--- src/rtl/mem_arb_pkg.sv ---
// Shared types and defaults for the data-memory arbiter slice.
// Build option: MEM_ARBITER_FIXED_PRIO_EN (see mem_arbiter.sv).
package mem_arb_pkg;

  localparam int ADDR_W_DEF = 4;
  localparam int DATA_W_DEF = 8;

  typedef enum logic [1:0] {
    IDLE   = 2'd0,
    ACCESS = 2'd1,
    RESP   = 2'd2
  } state_e;

  typedef enum logic {
    CPU  = 1'b0,
    HOST = 1'b1
  } requester_e;

  // Picker output is one-hot: bit 0 = CPU, bit 1 = HOST.
  function automatic requester_e onehot_to_req(input logic [1:0] onehot);
    return (onehot == 2'b10) ? HOST : CPU;
  endfunction

endpackage

--- src/rtl/mem_arbiter_if.sv ---
// Bundle of the CPU port, host port and shared memory port around mem_arbiter.
// slave = arbiter side, master = requesters plus memory.
interface mem_arbiter_if
  import mem_arb_pkg::*;
#(
  parameter int ADDR_W = ADDR_W_DEF,
  parameter int DATA_W = DATA_W_DEF
);

  logic              cpu_req;
  logic              cpu_we;
  logic [ADDR_W-1:0] cpu_adr;
  logic [DATA_W-1:0] cpu_wdata;
  logic              cpu_gnt;
  logic [DATA_W-1:0] cpu_rdata;
  logic              cpu_rvalid;

  logic              host_req;
  logic              host_we;
  logic [ADDR_W-1:0] host_adr;
  logic [DATA_W-1:0] host_wdata;
  logic              host_gnt;
  logic [DATA_W-1:0] host_rdata;
  logic              host_rvalid;

  logic [ADDR_W-1:0] mem_adr;
  logic              mem_wr;
  logic [DATA_W-1:0] mem_wdata;
  logic [DATA_W-1:0] mem_rdata;

  modport slave (
    input  cpu_req, cpu_we, cpu_adr, cpu_wdata,
    output cpu_gnt, cpu_rdata, cpu_rvalid,
    input  host_req, host_we, host_adr, host_wdata,
    output host_gnt, host_rdata, host_rvalid,
    output mem_adr, mem_wr, mem_wdata,
    input  mem_rdata
  );

  modport master (
    output cpu_req, cpu_we, cpu_adr, cpu_wdata,
    input  cpu_gnt, cpu_rdata, cpu_rvalid,
    output host_req, host_we, host_adr, host_wdata,
    input  host_gnt, host_rdata, host_rvalid,
    input  mem_adr, mem_wr, mem_wdata,
    output mem_rdata
  );

endinterface

--- src/rtl/rr_pick2.sv ---
// Combinational two-way round-robin picker producing a one-hot winner.
// Build option: MEM_ARBITER_FIXED_PRIO_EN drops the `last` input and gives the CPU priority.
module rr_pick2
  import mem_arb_pkg::*;
(
  input  logic       req_cpu,
  input  logic       req_host,
`ifndef MEM_ARBITER_FIXED_PRIO_EN
  input  requester_e last,
`endif
  output logic [1:0] gnt_onehot
);

  always_comb begin
    // NOTE: default assignment first, so every path drives gnt_onehot and no latch is inferred.
    gnt_onehot = 2'b00;
    if (req_cpu && req_host) begin
`ifdef MEM_ARBITER_FIXED_PRIO_EN
      gnt_onehot = 2'b01;
`else
      // On a tie the side that did not win last time goes first.
      gnt_onehot = (last == CPU) ? 2'b10 : 2'b01;
`endif
    end else if (req_cpu) begin
      gnt_onehot = 2'b01;
    end else if (req_host) begin
      gnt_onehot = 2'b10;
    end
  end

endmodule

--- src/rtl/mem_arbiter.sv ---
// Serialises CPU and host requests onto one synchronous 16x8 data-memory port.
// Build option: MEM_ARBITER_FIXED_PRIO_EN = CPU always wins ties (no round-robin state).
module mem_arbiter
  import mem_arb_pkg::*;
#(
  parameter int ADDR_W = ADDR_W_DEF,
  parameter int DATA_W = DATA_W_DEF
) (
  input logic          clk_arb,
  input logic          rst_arb,
  mem_arbiter_if.slave bus
);

  state_e            state;
  requester_e        owner;
`ifndef MEM_ARBITER_FIXED_PRIO_EN
  requester_e        last_q;
`endif

  logic [1:0]        win;
  requester_e        win_id;
  logic              sel_we;
  logic [ADDR_W-1:0] sel_adr;
  logic [DATA_W-1:0] sel_wdata;

  logic              cpu_gnt_q;
  logic              host_gnt_q;
  logic              cpu_rvalid_q;
  logic              host_rvalid_q;
  logic [DATA_W-1:0] cpu_rdata_q;
  logic [DATA_W-1:0] host_rdata_q;
  logic [ADDR_W-1:0] mem_adr_q;
  logic              mem_wr_q;
  logic [DATA_W-1:0] mem_wdata_q;

  rr_pick2 u_pick (
    .req_cpu    (bus.cpu_req),
    .req_host   (bus.host_req),
`ifndef MEM_ARBITER_FIXED_PRIO_EN
    .last       (last_q),
`endif
    .gnt_onehot (win)
  );

  assign win_id = onehot_to_req(win);

  always_comb begin
    if (win_id == HOST) begin
      sel_we    = bus.host_we;
      sel_adr   = bus.host_adr;
      sel_wdata = bus.host_wdata;
    end else begin
      sel_we    = bus.cpu_we;
      sel_adr   = bus.cpu_adr;
      sel_wdata = bus.cpu_wdata;
    end
  end

  // A reset during an access simply abandons it: every pulse and strobe clears at once.
  always_ff @(posedge clk_arb or posedge rst_arb) begin
    if (rst_arb) begin
      state         <= IDLE;
      owner         <= CPU;
`ifndef MEM_ARBITER_FIXED_PRIO_EN
      last_q        <= HOST;
`endif
      cpu_gnt_q     <= 1'b0;
      host_gnt_q    <= 1'b0;
      cpu_rvalid_q  <= 1'b0;
      host_rvalid_q <= 1'b0;
      cpu_rdata_q   <= '0;
      host_rdata_q  <= '0;
      mem_adr_q     <= '0;
      mem_wr_q      <= 1'b0;
      mem_wdata_q   <= '0;
    end else begin
      // NOTE: non-blocking assignments, so every register updates from pre-edge values.
      cpu_gnt_q     <= 1'b0;
      host_gnt_q    <= 1'b0;
      cpu_rvalid_q  <= 1'b0;
      host_rvalid_q <= 1'b0;

      case (state)
        IDLE: begin
          if (|win) begin
            owner       <= win_id;
`ifndef MEM_ARBITER_FIXED_PRIO_EN
            last_q      <= win_id;
`endif
            mem_adr_q   <= sel_adr;
            mem_wr_q    <= sel_we;
            mem_wdata_q <= sel_wdata;
            cpu_gnt_q   <= (win_id == CPU);
            host_gnt_q  <= (win_id == HOST);
            state       <= ACCESS;
          end
        end

        ACCESS: begin
          // Memory acts on this edge; mem_wr_q still says whether it was a write.
          mem_wr_q <= 1'b0;
          state    <= mem_wr_q ? IDLE : RESP;
        end

        RESP: begin
          if (owner == HOST) begin
            host_rdata_q  <= bus.mem_rdata;
            host_rvalid_q <= 1'b1;
          end else begin
            cpu_rdata_q   <= bus.mem_rdata;
            cpu_rvalid_q  <= 1'b1;
          end
          state <= IDLE;
        end

        default: state <= IDLE;
      endcase
    end
  end

  assign bus.cpu_gnt     = cpu_gnt_q;
  assign bus.cpu_rvalid  = cpu_rvalid_q;
  assign bus.cpu_rdata   = cpu_rdata_q;
  assign bus.host_gnt    = host_gnt_q;
  assign bus.host_rvalid = host_rvalid_q;
  assign bus.host_rdata  = host_rdata_q;
  assign bus.mem_adr     = mem_adr_q;
  assign bus.mem_wr      = mem_wr_q;
  assign bus.mem_wdata   = mem_wdata_q;

endmodule

--- src/flat_wrapper.sv ---
// flat-port wrapper written by rule: the top's interface ports become plain ports
module mem_arbiter_flat import mem_arb_pkg::*;
#(
  parameter int ADDR_W = ADDR_W_DEF,
  parameter int DATA_W = DATA_W_DEF
)
  (clk_arb, rst_arb, bus_cpu_req, bus_cpu_we, bus_cpu_adr, bus_cpu_wdata, bus_cpu_gnt, bus_cpu_rdata, bus_cpu_rvalid, bus_host_req, bus_host_we, bus_host_adr, bus_host_wdata, bus_host_gnt, bus_host_rdata, bus_host_rvalid, bus_mem_adr, bus_mem_wr, bus_mem_wdata, bus_mem_rdata);
  mem_arbiter_if #(.ADDR_W(ADDR_W), .DATA_W(DATA_W)) bus_i ();
  input logic clk_arb;
  input logic rst_arb;
  input wire logic [$bits(bus_i.cpu_req)-1:0] bus_cpu_req;
  input wire logic [$bits(bus_i.cpu_we)-1:0] bus_cpu_we;
  input wire logic [$bits(bus_i.cpu_adr)-1:0] bus_cpu_adr;
  input wire logic [$bits(bus_i.cpu_wdata)-1:0] bus_cpu_wdata;
  output wire logic [$bits(bus_i.cpu_gnt)-1:0] bus_cpu_gnt;
  output wire logic [$bits(bus_i.cpu_rdata)-1:0] bus_cpu_rdata;
  output wire logic [$bits(bus_i.cpu_rvalid)-1:0] bus_cpu_rvalid;
  input wire logic [$bits(bus_i.host_req)-1:0] bus_host_req;
  input wire logic [$bits(bus_i.host_we)-1:0] bus_host_we;
  input wire logic [$bits(bus_i.host_adr)-1:0] bus_host_adr;
  input wire logic [$bits(bus_i.host_wdata)-1:0] bus_host_wdata;
  output wire logic [$bits(bus_i.host_gnt)-1:0] bus_host_gnt;
  output wire logic [$bits(bus_i.host_rdata)-1:0] bus_host_rdata;
  output wire logic [$bits(bus_i.host_rvalid)-1:0] bus_host_rvalid;
  output wire logic [$bits(bus_i.mem_adr)-1:0] bus_mem_adr;
  output wire logic [$bits(bus_i.mem_wr)-1:0] bus_mem_wr;
  output wire logic [$bits(bus_i.mem_wdata)-1:0] bus_mem_wdata;
  input wire logic [$bits(bus_i.mem_rdata)-1:0] bus_mem_rdata;
  assign bus_i.cpu_req = bus_cpu_req;
  assign bus_i.cpu_we = bus_cpu_we;
  assign bus_i.cpu_adr = bus_cpu_adr;
  assign bus_i.cpu_wdata = bus_cpu_wdata;
  assign bus_cpu_gnt = bus_i.cpu_gnt;
  assign bus_cpu_rdata = bus_i.cpu_rdata;
  assign bus_cpu_rvalid = bus_i.cpu_rvalid;
  assign bus_i.host_req = bus_host_req;
  assign bus_i.host_we = bus_host_we;
  assign bus_i.host_adr = bus_host_adr;
  assign bus_i.host_wdata = bus_host_wdata;
  assign bus_host_gnt = bus_i.host_gnt;
  assign bus_host_rdata = bus_i.host_rdata;
  assign bus_host_rvalid = bus_i.host_rvalid;
  assign bus_mem_adr = bus_i.mem_adr;
  assign bus_mem_wr = bus_i.mem_wr;
  assign bus_mem_wdata = bus_i.mem_wdata;
  assign bus_i.mem_rdata = bus_mem_rdata;
  mem_arbiter #(.ADDR_W(ADDR_W), .DATA_W(DATA_W)) u_core (.clk_arb(clk_arb), .rst_arb(rst_arb), .bus(bus_i));
endmodule
--- config.mk ---
export PLATFORM = sky130hd
export DESIGN_NAME = mem_arbiter_flat
export DESIGN_NICKNAME = d
export VERILOG_FILES = /design/src/rtl/mem_arb_pkg.sv /design/src/rtl/mem_arbiter_if.sv /design/src/rtl/rr_pick2.sv /design/src/rtl/mem_arbiter.sv /design/src/flat_wrapper.sv
export SDC_FILE = /design/constraint.sdc
export NUM_CORES = 1
export LEC_CHECK = 0
export BUFFER_PORTS_ARGS = -buffer_cell sky130_fd_sc_hd__buf_2
export CAP_MARGIN = 40
export CORE_MARGIN = 3
export CORE_UTILIZATION = 35
export DETAILED_ROUTE_END_ITERATION = 12
export PLACE_DENSITY = 0.69
export SYNTH_ARGS = -nofsm -noshare
export SYNTH_HDL_FRONTEND = slang
export SYNTH_SLANG_ARGS = --single-unit
--- constraint.sdc ---
create_clock -name clk_arb -period 1.65 [get_ports clk_arb]
set_clock_uncertainty 0.1 [all_clocks]
set_input_delay 0.33 -clock clk_arb [delete_from_list [all_inputs] [get_ports clk_arb]]
set_output_delay 0.33 -clock clk_arb [all_outputs]
set_load 0.03 [all_outputs]
==> results.cfg <==
[run_status]
status = finished clean

[critical_path]
reg2reg_from = u_core.last_q
path_max_fanout = 13
timing.reg2reg.setup_slack_ns = 0.07
critPathTopFamily = multiplexers
cp.arrival_ns = 1.65
endpoint_kind = register
path_class = register to register
slowest_stage = dfstp_2
worst-path-buf-inv = 1
start_kind = register
max_stage_delay_ns = 0.39
path_cells = a21boi_2 -> buf_12 -> mux2_2 -> mux2_2
required_ns = 1.72
path_common_cell = mux2_2
crit_path_start = u_core.last_q

[clock_tree]
clkLatencyLatePin_ns = 0.29
cts_buffers = 5
htreeDepth = 2
post-cts-setup-buffers = 0
ctsResizeCount = 0
cts_tree = built
path_clk_slew_ns = 0.07
cts_hold_buf = 1
ctsRootBufferMaster = clkbuf_8
cts.sinks = 37
cts.path.max_buffers = 2

[place]
place_hpwl_um = 2590
io_buffers = 70
placement.cell_area_um2 = 2000
pre_cts_ws_ns = -0.00833
place_congestion = 0.752

[yosys]
synthXorXnorAreaFrac_pct = 0
synthMuxAreaShare_pct = 32.2
ys_types = 21
synth_top_area_share_pct = 58.0
ys_seq_area_share_pct = 59.7
syn-num-nets = 138
yosys_warnings = 0
avgSynthCellArea_um2 = 15.5
ys_ff_latch = 37
synth_simple_gate_area_share_pct = 3.46
syn_area_um2 = 1550
synth_compound_area_share_pct = 2.26
yosysTopAreaCell = dfrtp_1
synth_top_family_by_area = multiplexers
synth_fa_ha_area_share_pct = 0
synth_area_leaders = dfrtp_1 58%, mux2_2 23%, mux2_4 7.7%
syn_inst = 100

[routing]
route.detailed.drc = 0
wl_per_cell_um = 14.0
drt_pass1_iterations = 2
drtIter0Drc = 57
finalWirelength_um = 3260
vias_per_cell = 4.70
ant_nets = 0
vias = 1091

[final_layout]
final_cell_mix = 70 x buf_2, 36 x dfrtp_1, 32 x mux2_2
final_common_cell = buf_2
syn2layout_area_growth_pct = 36.1
fin_nets = 219
drive_above_1_share_pct = 69.8
diodes = 0
regArea_um2 = 927
finalInstanceArea_um2 = 2110
finish.utilization_pct = 51.0
nFillCells = 380
multi_input_area_um2 = 589

[pwr]
leakage_nw = 1.08
p_total_mw = 4.48
p_per_area_nw_per_um2 = 2120
ir_drop_mv = 0.877

[sta]
finalHoldViolCount = 0
finalSetupTns_ns = 0
clock.fmax_ghz = 0.631
finalCritPeriodShare_pct = 96.1
min_period_ns = 1.58
rsz0062_at_grt = no
relSlewSlack_pct = 68.6
setup_viol = 0
worst_slack_ns = 0.0651
slew_viol_final = 0
worstMarginPinSlew_ns = 0.469

[floorplanning]
fp-row-count = 23
start_util_pct = 37.5
die-area_um2 = 5270
die_h_um = 72.6
dieWidth_um = 72.6
pin_count = 71
core-area_um2 = 4140

[grt]
grt_max_degree = 19
grt-ovfl-total = 0
grt_pass1_wl_um = 5470
grtUsageTotal_pct = 13.5
grt_pass1_vias = 1240
grt_antenna_before_repair = 0

[min_path]
min_from = bus_cpu_req
hold_path.class = input pin to register

[job]
max_cap_violations = 0
[layer usage]
layer	vias up	global-route usage, %	part of all wire, %
met5	-	0	0
met2	63	21.1	46
met1	514	17.0	41
met3	6	4.68	12
met4	0	5.53	1.3
li1	508	-	-
[state kept, by name (all words and copies together), names as in the netlist]
name                    count
u_core.state                2
u_core.bus.mem_wdata        8
u_core.bus.cpu_gnt          1
u_core.bus.mem_adr          4
u_core.owner                1
u_core.bus.mem_wr           1
u_core.bus.host_rvalid      1
u_core.bus.host_rdata       8
u_core.last_q               1
u_core.bus.host_gnt         1
u_core.bus.cpu_rvalid       1
u_core.bus.cpu_rdata        8
[worst paths after layout]
| check | to | cells after the start |
|---|---|---|
| setup / recovery | u_core.bus.mem_wdata[3] | 4 |
| hold reg to reg | u_core.state[1] | 1 |
| setup reg to reg | u_core.bus.mem_wdata[3] | 4 |
| max in group asynchronous | u_core.bus.cpu_rdata[6] | 4 |
| min in group asynchronous | u_core.state[1] | 3 |
| hold / removal | u_core.last_q | 2 |
[worst reg2reg max path, delay by kind of cell, from the launching register on]
kind                   cells  cell delay [ns]
AO/OA/AOI/OAI              1             0.21
buffers and inverters      1             0.18
flip-flops                 1             0.39
multiplexers               2             0.60
[synth_stat cells]
master,n
a21boi_2,1
a21oi_1,1
a31oi_1,1
and2_1,1
and3_1,1
buf_2,2
buf_6,1
dfrtp_1,36
dfstp_2,1
inv_1,4
mux2_2,32
mux2_4,8
mux2i_1,2
nand2_1,1
nand2b_1,2
nand3b_1,1
nor2_1,1
nor2_2,1
nor3b_1,1
o21ai_1,1
o21bai_1,1
[metrics by stage]
step / instances / hold slack [ns]
floorplan: 100 / 0.293
finish: 232 / 0.144
global placement: 223 / 0.177
detailed placement: 223 / 0.184
CTS: 232 / 0.137
global route: 232 / 0.156
[area by class of cell]
cell class	instances	area share, %
repair buffers	77	19.8
clock inverters	1	0.237
multi-input cells	56	27.9
well taps	50	2.96
clock buffers	7	4.56
inverters	4	0.710
flip-flops and latches	37	43.9
[power by group]
group	leakage (nW)	switching [mW]	internal, mW
registers	0.443	0.237	1.37
clock network	0.0542	0.303	0.377
logic	0.581	1.32	0.868
total	1.08	1.86	2.61
[logic make-up (layout without fill, tap and decap cells)]
group	after synthesis	in the layout
AO/OA/AOI/OAI	5	5
buffers and inverters	7	89
flip-flops	37	37
multiplexers	42	42
AND/OR/NAND/NOR	9	9
Note: power is estimated with default switching activity, not from simulation.
